==> src/rtl/mult_div_unit.sv <==
// rtl/mult_div_unit.sv - iterative MULT/MULTU/DIV/DIVU unit with HI/LO pair
//
// Ports:
//   clk        rising-edge clock
//   reset      synchronous active-low reset
//   start      launch the operation selected by op on rs_val/rt_val
//   op         2'b00 MULT, 2'b01 MULTU, 2'b10 DIV, 2'b11 DIVU
//   rs_val     multiplicand / dividend
//   rt_val     multiplier / divisor
//   hi_we      MTHI: write wdata to HI (idle only)
//   lo_we      MTLO: write wdata to LO (idle only)
//   wdata      MTHI/MTLO data
//   read_hilo  MFHI/MFLO in EX this cycle
//   hi, lo     registered HI/LO
//   busy       operation in flight
//   done       one-cycle pulse after HI/LO take a new result
//   stall      busy and the pipeline is touching the unit
module mult_div_unit #(
  parameter int WIDTH = 32
) (
  input  logic             clk,
  input  logic             reset,
  input  logic             start,
  input  logic [1:0]       op,
  input  logic [WIDTH-1:0] rs_val,
  input  logic [WIDTH-1:0] rt_val,
  input  logic             hi_we,
  input  logic             lo_we,
  input  logic [WIDTH-1:0] wdata,
  input  logic             read_hilo,
  output logic [WIDTH-1:0] hi,
  output logic [WIDTH-1:0] lo,
  output logic             busy,
  output logic             done,
  output logic             stall
);

  localparam int            CW   = $clog2(WIDTH);
  localparam logic [CW-1:0] LAST = CW'(WIDTH - 1);

  localparam logic [1:0] S_IDLE = 2'd0;
  localparam logic [1:0] S_CALC = 2'd1;
  localparam logic [1:0] S_FIX  = 2'd2;

  logic [1:0]         state_q, state_d;
  logic [CW-1:0]      count_q, count_d;
  logic               is_div_q, is_div_d;
  logic               neg_res_q, neg_res_d;
  logic               neg_rem_q, neg_rem_d;
  logic               div_zero_q, div_zero_d;
  logic [WIDTH-1:0]   opnd_q, opnd_d;
  logic [2*WIDTH-1:0] work_q, work_d;
  logic [WIDTH-1:0]   hi_q, hi_d;
  logic [WIDTH-1:0]   lo_q, lo_d;
  logic               done_q, done_d;

  // Launch decode: signed ops work on magnitudes, sign fixed up in FIX.
  logic             op_signed;
  logic             op_div;
  logic [WIDTH-1:0] rs_mag;
  logic [WIDTH-1:0] rt_mag;

  assign op_signed = ~op[0];
  assign op_div    = op[1];
  assign rs_mag    = (op_signed && rs_val[WIDTH-1]) ? -rs_val : rs_val;
  assign rt_mag    = (op_signed && rt_val[WIDTH-1]) ? -rt_val : rt_val;

  // Multiply step: work_q = {acc, multiplier}; add the multiplicand when the
  // multiplier LSB is set, then shift the 65-bit {carry, acc, mplier} right.
  logic [WIDTH:0] mul_sum;
  assign mul_sum = {1'b0, work_q[2*WIDTH-1:WIDTH]}
                 + (work_q[0] ? {1'b0, opnd_q} : {(WIDTH+1){1'b0}});

  // Divide step: work_q = {remainder, dividend/quotient}. The shifted partial
  // remainder is WIDTH+1 bits so the compare keeps the carry; when it is
  // >= divisor the true difference is < divisor, so the low WIDTH bits of a
  // wrapping subtract are exact.
  logic [WIDTH:0]   div_shift;
  logic             div_ge;
  logic [WIDTH-1:0] div_rem;
  assign div_shift = work_q[2*WIDTH-1:WIDTH-1];
  assign div_ge    = div_shift >= {1'b0, opnd_q};
  assign div_rem   = div_ge ? (div_shift[WIDTH-1:0] - opnd_q) : div_shift[WIDTH-1:0];

  // Sign correction. Divide by zero leaves quotient all ones by force; the
  // remainder naturally ends up as the dividend magnitude, and restoring the
  // dividend sign returns rs_val unchanged.
  logic [2*WIDTH-1:0] prod_fix;
  logic [WIDTH-1:0]   quo_fix;
  logic [WIDTH-1:0]   rem_fix;
  assign prod_fix = neg_res_q ? -work_q : work_q;
  assign quo_fix  = div_zero_q ? {WIDTH{1'b1}}
                  : (neg_res_q ? -work_q[WIDTH-1:0] : work_q[WIDTH-1:0]);
  assign rem_fix  = neg_rem_q ? -work_q[2*WIDTH-1:WIDTH] : work_q[2*WIDTH-1:WIDTH];

  always_comb begin
    state_d    = state_q;
    count_d    = count_q;
    is_div_d   = is_div_q;
    neg_res_d  = neg_res_q;
    neg_rem_d  = neg_rem_q;
    div_zero_d = div_zero_q;
    opnd_d     = opnd_q;
    work_d     = work_q;
    hi_d       = hi_q;
    lo_d       = lo_q;
    done_d     = 1'b0;

    case (state_q)
      S_IDLE: begin
        if (start) begin
          // start wins over MTHI/MTLO in the same cycle
          state_d    = S_CALC;
          count_d    = '0;
          is_div_d   = op_div;
          neg_res_d  = op_signed & (rs_val[WIDTH-1] ^ rt_val[WIDTH-1]);
          neg_rem_d  = op_signed & rs_val[WIDTH-1];
          div_zero_d = (rt_val == '0);
          if (op_div) begin
            opnd_d = rt_mag;
            work_d = {{WIDTH{1'b0}}, rs_mag};
          end else begin
            opnd_d = rs_mag;
            work_d = {{WIDTH{1'b0}}, rt_mag};
          end
        end else begin
          if (hi_we) hi_d = wdata;
          if (lo_we) lo_d = wdata;
        end
      end

      S_CALC: begin
        if (is_div_q) work_d = {div_rem, work_q[WIDTH-2:0], div_ge};
        else          work_d = {mul_sum, work_q[WIDTH-1:1]};
        count_d = count_q + 1'b1;
        if (count_q == LAST) state_d = S_FIX;
      end

      S_FIX: begin
        if (is_div_q) begin
          hi_d = rem_fix;
          lo_d = quo_fix;
        end else begin
          hi_d = prod_fix[2*WIDTH-1:WIDTH];
          lo_d = prod_fix[WIDTH-1:0];
        end
        done_d  = 1'b1;
        state_d = S_IDLE;
      end

      default: state_d = S_IDLE;
    endcase
  end

  always_ff @(posedge clk) begin
    if (!reset) begin
      state_q    <= S_IDLE;
      count_q    <= '0;
      is_div_q   <= 1'b0;
      neg_res_q  <= 1'b0;
      neg_rem_q  <= 1'b0;
      div_zero_q <= 1'b0;
      opnd_q     <= '0;
      work_q     <= '0;
      hi_q       <= '0;
      lo_q       <= '0;
      done_q     <= 1'b0;
    end else begin
      state_q    <= state_d;
      count_q    <= count_d;
      is_div_q   <= is_div_d;
      neg_res_q  <= neg_res_d;
      neg_rem_q  <= neg_rem_d;
      div_zero_q <= div_zero_d;
      opnd_q     <= opnd_d;
      work_q     <= work_d;
      hi_q       <= hi_d;
      lo_q       <= lo_d;
      done_q     <= done_d;
    end
  end

  assign hi    = hi_q;
  assign lo    = lo_q;
  assign done  = done_q;
  assign busy  = (state_q != S_IDLE);
  assign stall = busy & (start | read_hilo | hi_we | lo_we);

endmodule

==> config.mk <==
export PLATFORM = sky130hd
export DESIGN_NAME = mult_div_unit
export DESIGN_NICKNAME = d
export VERILOG_FILES = /design/src/rtl/mult_div_unit.sv
export SDC_FILE = /design/constraint.sdc
export NUM_CORES = 1
export LEC_CHECK = 0
export BUFFER_PORTS_ARGS = -buffer_cell sky130_fd_sc_hd__buf_4
export CORE_MARGIN = 3
export CORE_UTILIZATION = 45
export DETAILED_ROUTE_END_ITERATION = 8
export PLACE_DENSITY = 0.61
export SETUP_SLACK_MARGIN = 0.4
export SYNTH_ARGS = -nofsm -noshare
export SYNTH_HDL_FRONTEND = slang
export SYNTH_SLANG_ARGS = --single-unit
==> constraint.sdc <==
create_clock -name clk -period 4 [get_ports clk]
set_input_delay 0.8 -clock clk [delete_from_list [all_inputs] [get_ports clk]]
set_output_delay 0.8 -clock clk [all_outputs]
set_load 0.05 [all_outputs]
==> summary.txt <==
Final Util -> 53.4%
Die outline height -> 187 um
Pwr Density -> 326 nW/um2
Max Freq -> 0.291 GHz
CP arrival -> 3.77 ns
Clock sink count -> 172
Max_slew headroom -> 24.0%
Routed Antenna Nets -> 0
TritonCTS buffer count -> 17
Buf+Inv Stages, Crit Path -> 3
# H-tree levels -> 4
DRT iter0 DRCs -> 1615
Initial antenna violation count -> 0
Detailed Place HPWL -> 45100 um
Slew @ Worst Pin -> 1.14 ns
Max-slew violations -> 0
Grt total ovfl -> 0
# rows -> 65
Fin crit share -> 85.8%
P_leak -> 6.94 nW
Routability cong. -> 0.950
Metal3 WL -> 5180 um
Max Buffers Root-to-Sink -> 2
Multi-input combinational cell area -> 10500 um2
CP Cell Sequence -> inv_1 > ha_1 > a21o_1 > or3_1 > o211ai_1 > buf_4 > o2111ai_1 > a221oi_1 > buf_4 > o21ai_0 > xor2_1 > o2111a_1 > a221o_1
Setup Viol. Count Final -> 0
CP Data Required Time -> 4.33 ns
Met2 routed wirelength -> 24900 um
Max Cap Violations -> 0
Setup TNS -> 0 ns
Final cell count without fillers -> 2557
Routed WL -> 57100 um
Post-DR vias/cell -> 6.15
Largest net degree at the start of global routing -> 90
Syn nets -> 2187
Startpoint types -> flip-flop
# placed instances -> 2524
RSZ-0062 raised after global routing -> false
Register area -> 3450 um2
Mean Syn Cell Area -> 7.32 um2
Register bit total from synthesis -> 172
Global-route wire length before repair -> 87100 um
Crit Path Class -> reg2reg
Clk_lat worst skew -> 0.45 ns
Crit path capture type -> flip-flop
Layout area overhead -> 15.7%
Layout Nets -> 2285
Fraction of layout cells with a size suffix above 1 -> 14.8%
Ant diodes -> 0
Asr flop ratio synth -> 0%
Crit path time final -> 3.43 ns
Cells after synthesis -> 2011
CTS tree -> done
Clk slew on worst S/H paths -> 0.07 ns
Worst vdd ir -> 0.308 mV
Synth warn -> 0
Critical Path Fanout Max -> 7
Placement Setup Slack -> 0.483 ns
Full die area -> 34900 um2
Vias in the first global route -> 14500
IO Count -> 171
Status -> complete, no violations
Worst path most repeated cell -> buf_4
Residual DRC -> 0
Commonest non-fill, non-tap cell in the layout -> a21oi_1
Total power -> 5.55 mW
Critical Path Slowest Stage Cell -> ha_1
Largest stage delay, worst path -> 0.43 ns
Main synth FF type -> dfxtp_1
Die X -> 187 um
Worst Hold Class -> reg2reg
Core ar. -> 31900 um2
Worst Skew -> 0.0125 ns
Via count -> 15700
Initial DRT Pass Iterations -> 5
Filler instances -> 3206
GRT Total Usage -> 31.5%
CTS Hold Bufs -> 0
Crit path max-delay family -> compound AO/OA/AOI/OAI gates
Setup ws final -> 0.569 ns
Clock root buffer master -> clkbuf_16
Top sig layer -> met4
Port Buf Inserts -> 170
Wl on met1 -> 25800 um
DR WL/cell -> 22.3 um
EDFF count, synth -> 0
Post-synthesis sequential area ratio -> 23.4%
Commonest non-fill, non-tap cells in the layout -> a21oi_1, buf_4, nor2_1
Final hold vios -> 0
Synth Cell Area -> 14700 um2
Starting Density -> 46.2%
Post-synthesis cell type count -> 72
==> path summary, 6_finish.rpt <==
path / startpoint / to / slack, ns / cells past startpoint
worst max-delay path: opnd_q[9] / work_q[62] / 0.57 / 13
worst min-delay path: opnd_q[21] / opnd_q[21] / 0.45 / 2
worst max register to register: opnd_q[9] / work_q[62] / 0.57 / 13
worst min register to register: opnd_q[21] / opnd_q[21] / 0.45 / 2
==> cells in the mapped netlist, drive strengths merged, types with 19 or more instances <==
cell	count	area [um2]
a211oi	53	398
a21o	27	203
a21oi	255	1280
buf	22	103
clkbuf	127	478
dfxtp	172	3440
ha	70	876
inv	69	259
mux2	22	248
mux2i	49	490
nand2	193	727
nand2b	24	150
nor2	196	738
nor2b	22	138
nor3	45	225
nor4	21	161
o211ai	40	300
o21ai	118	591
o221ai	40	350
o31ai	26	195
or4	19	146
xnor2	111	972
xor2	59	517
==> final cells by class <==
cell class,instances,area share (%)
well taps,435,3.20
inverters,70,1.55
repair buffers,228,10.2
clock buffers,20,2.68
clock inverters,12,0.610
multi-input cells,1620,61.5
flip-flops and latches,172,20.3
==> per-stage QoR <==
stage                     instance area [um2]  hold slack [ns]
after floorplan                         14700            0.415
after global placement                  16400            0.431
after detailed placement                16400            0.445
after CTS                               17000            0.454
after global routing                    17000            0.472
final                                   17000            0.453
==> cells by family (layout without fill, tap and decap cells) <==
group / Yosys count / in the layout / synth area share, %
buf+inv: 219 / 330 / 5.73
flops: 172 / 172 / 23.4
xor+xnor: 170 / 170 / 10.1
compound gates: 697 / 697 / 30.2
fa+ha+maj: 72 / 72 / 6.22
mux: 71 / 71 / 5.02
simple gates: 610 / 610 / 19.4
==> per-layer routing <==
metal / GRT usage (%) / vias up
li1: - / 7533
met1: 45.5 / 7441
met2: 48.2 / 706
met3: 5.58 / 58
met4: 8.61 / 0
met5: 0 / -
==> what timing repair did <==
| action | CTS | global route |
|---|---|---|
| setup buffers | 0 | 1 |
| gates resized for setup | 0 | 10 |
| endpoints found under the setup margin | 0 | 26 |
==> power breakdown <==
group          switching, mW  internal, mW
Combinational           1.24         0.718
Sequential             0.125          1.81
Clock                  0.800         0.847
==> flip-flops by register name, summed over array words and instances, names as in the netlist <==
| register | count |
|---|---|
| work_q | 64 |
| hi | 32 |
| lo | 32 |
| opnd_q | 32 |
| count_q | 5 |
| state_q | 2 |
| div_zero_q | 1 |
| done | 1 |
| is_div_q | 1 |
| neg_rem_q | 1 |
| neg_res_q | 1 |
==> worst register-to-register path: stages, from the launching register on <==
cell and delay, ns:
dfxtp_1 0.34, inv_1 0.10, ha_1 0.43, a21o_1 0.24, or3_1 0.36, o211ai_1 0.19
buf_4 0.16, o2111ai_1 0.16, a221oi_1 0.37, buf_4 0.21, o21ai_0 0.09, xor2_1 0.17
o2111a_1 0.26, a221o_1 0.25
Note: power is estimated with default switching activity, not from simulation.
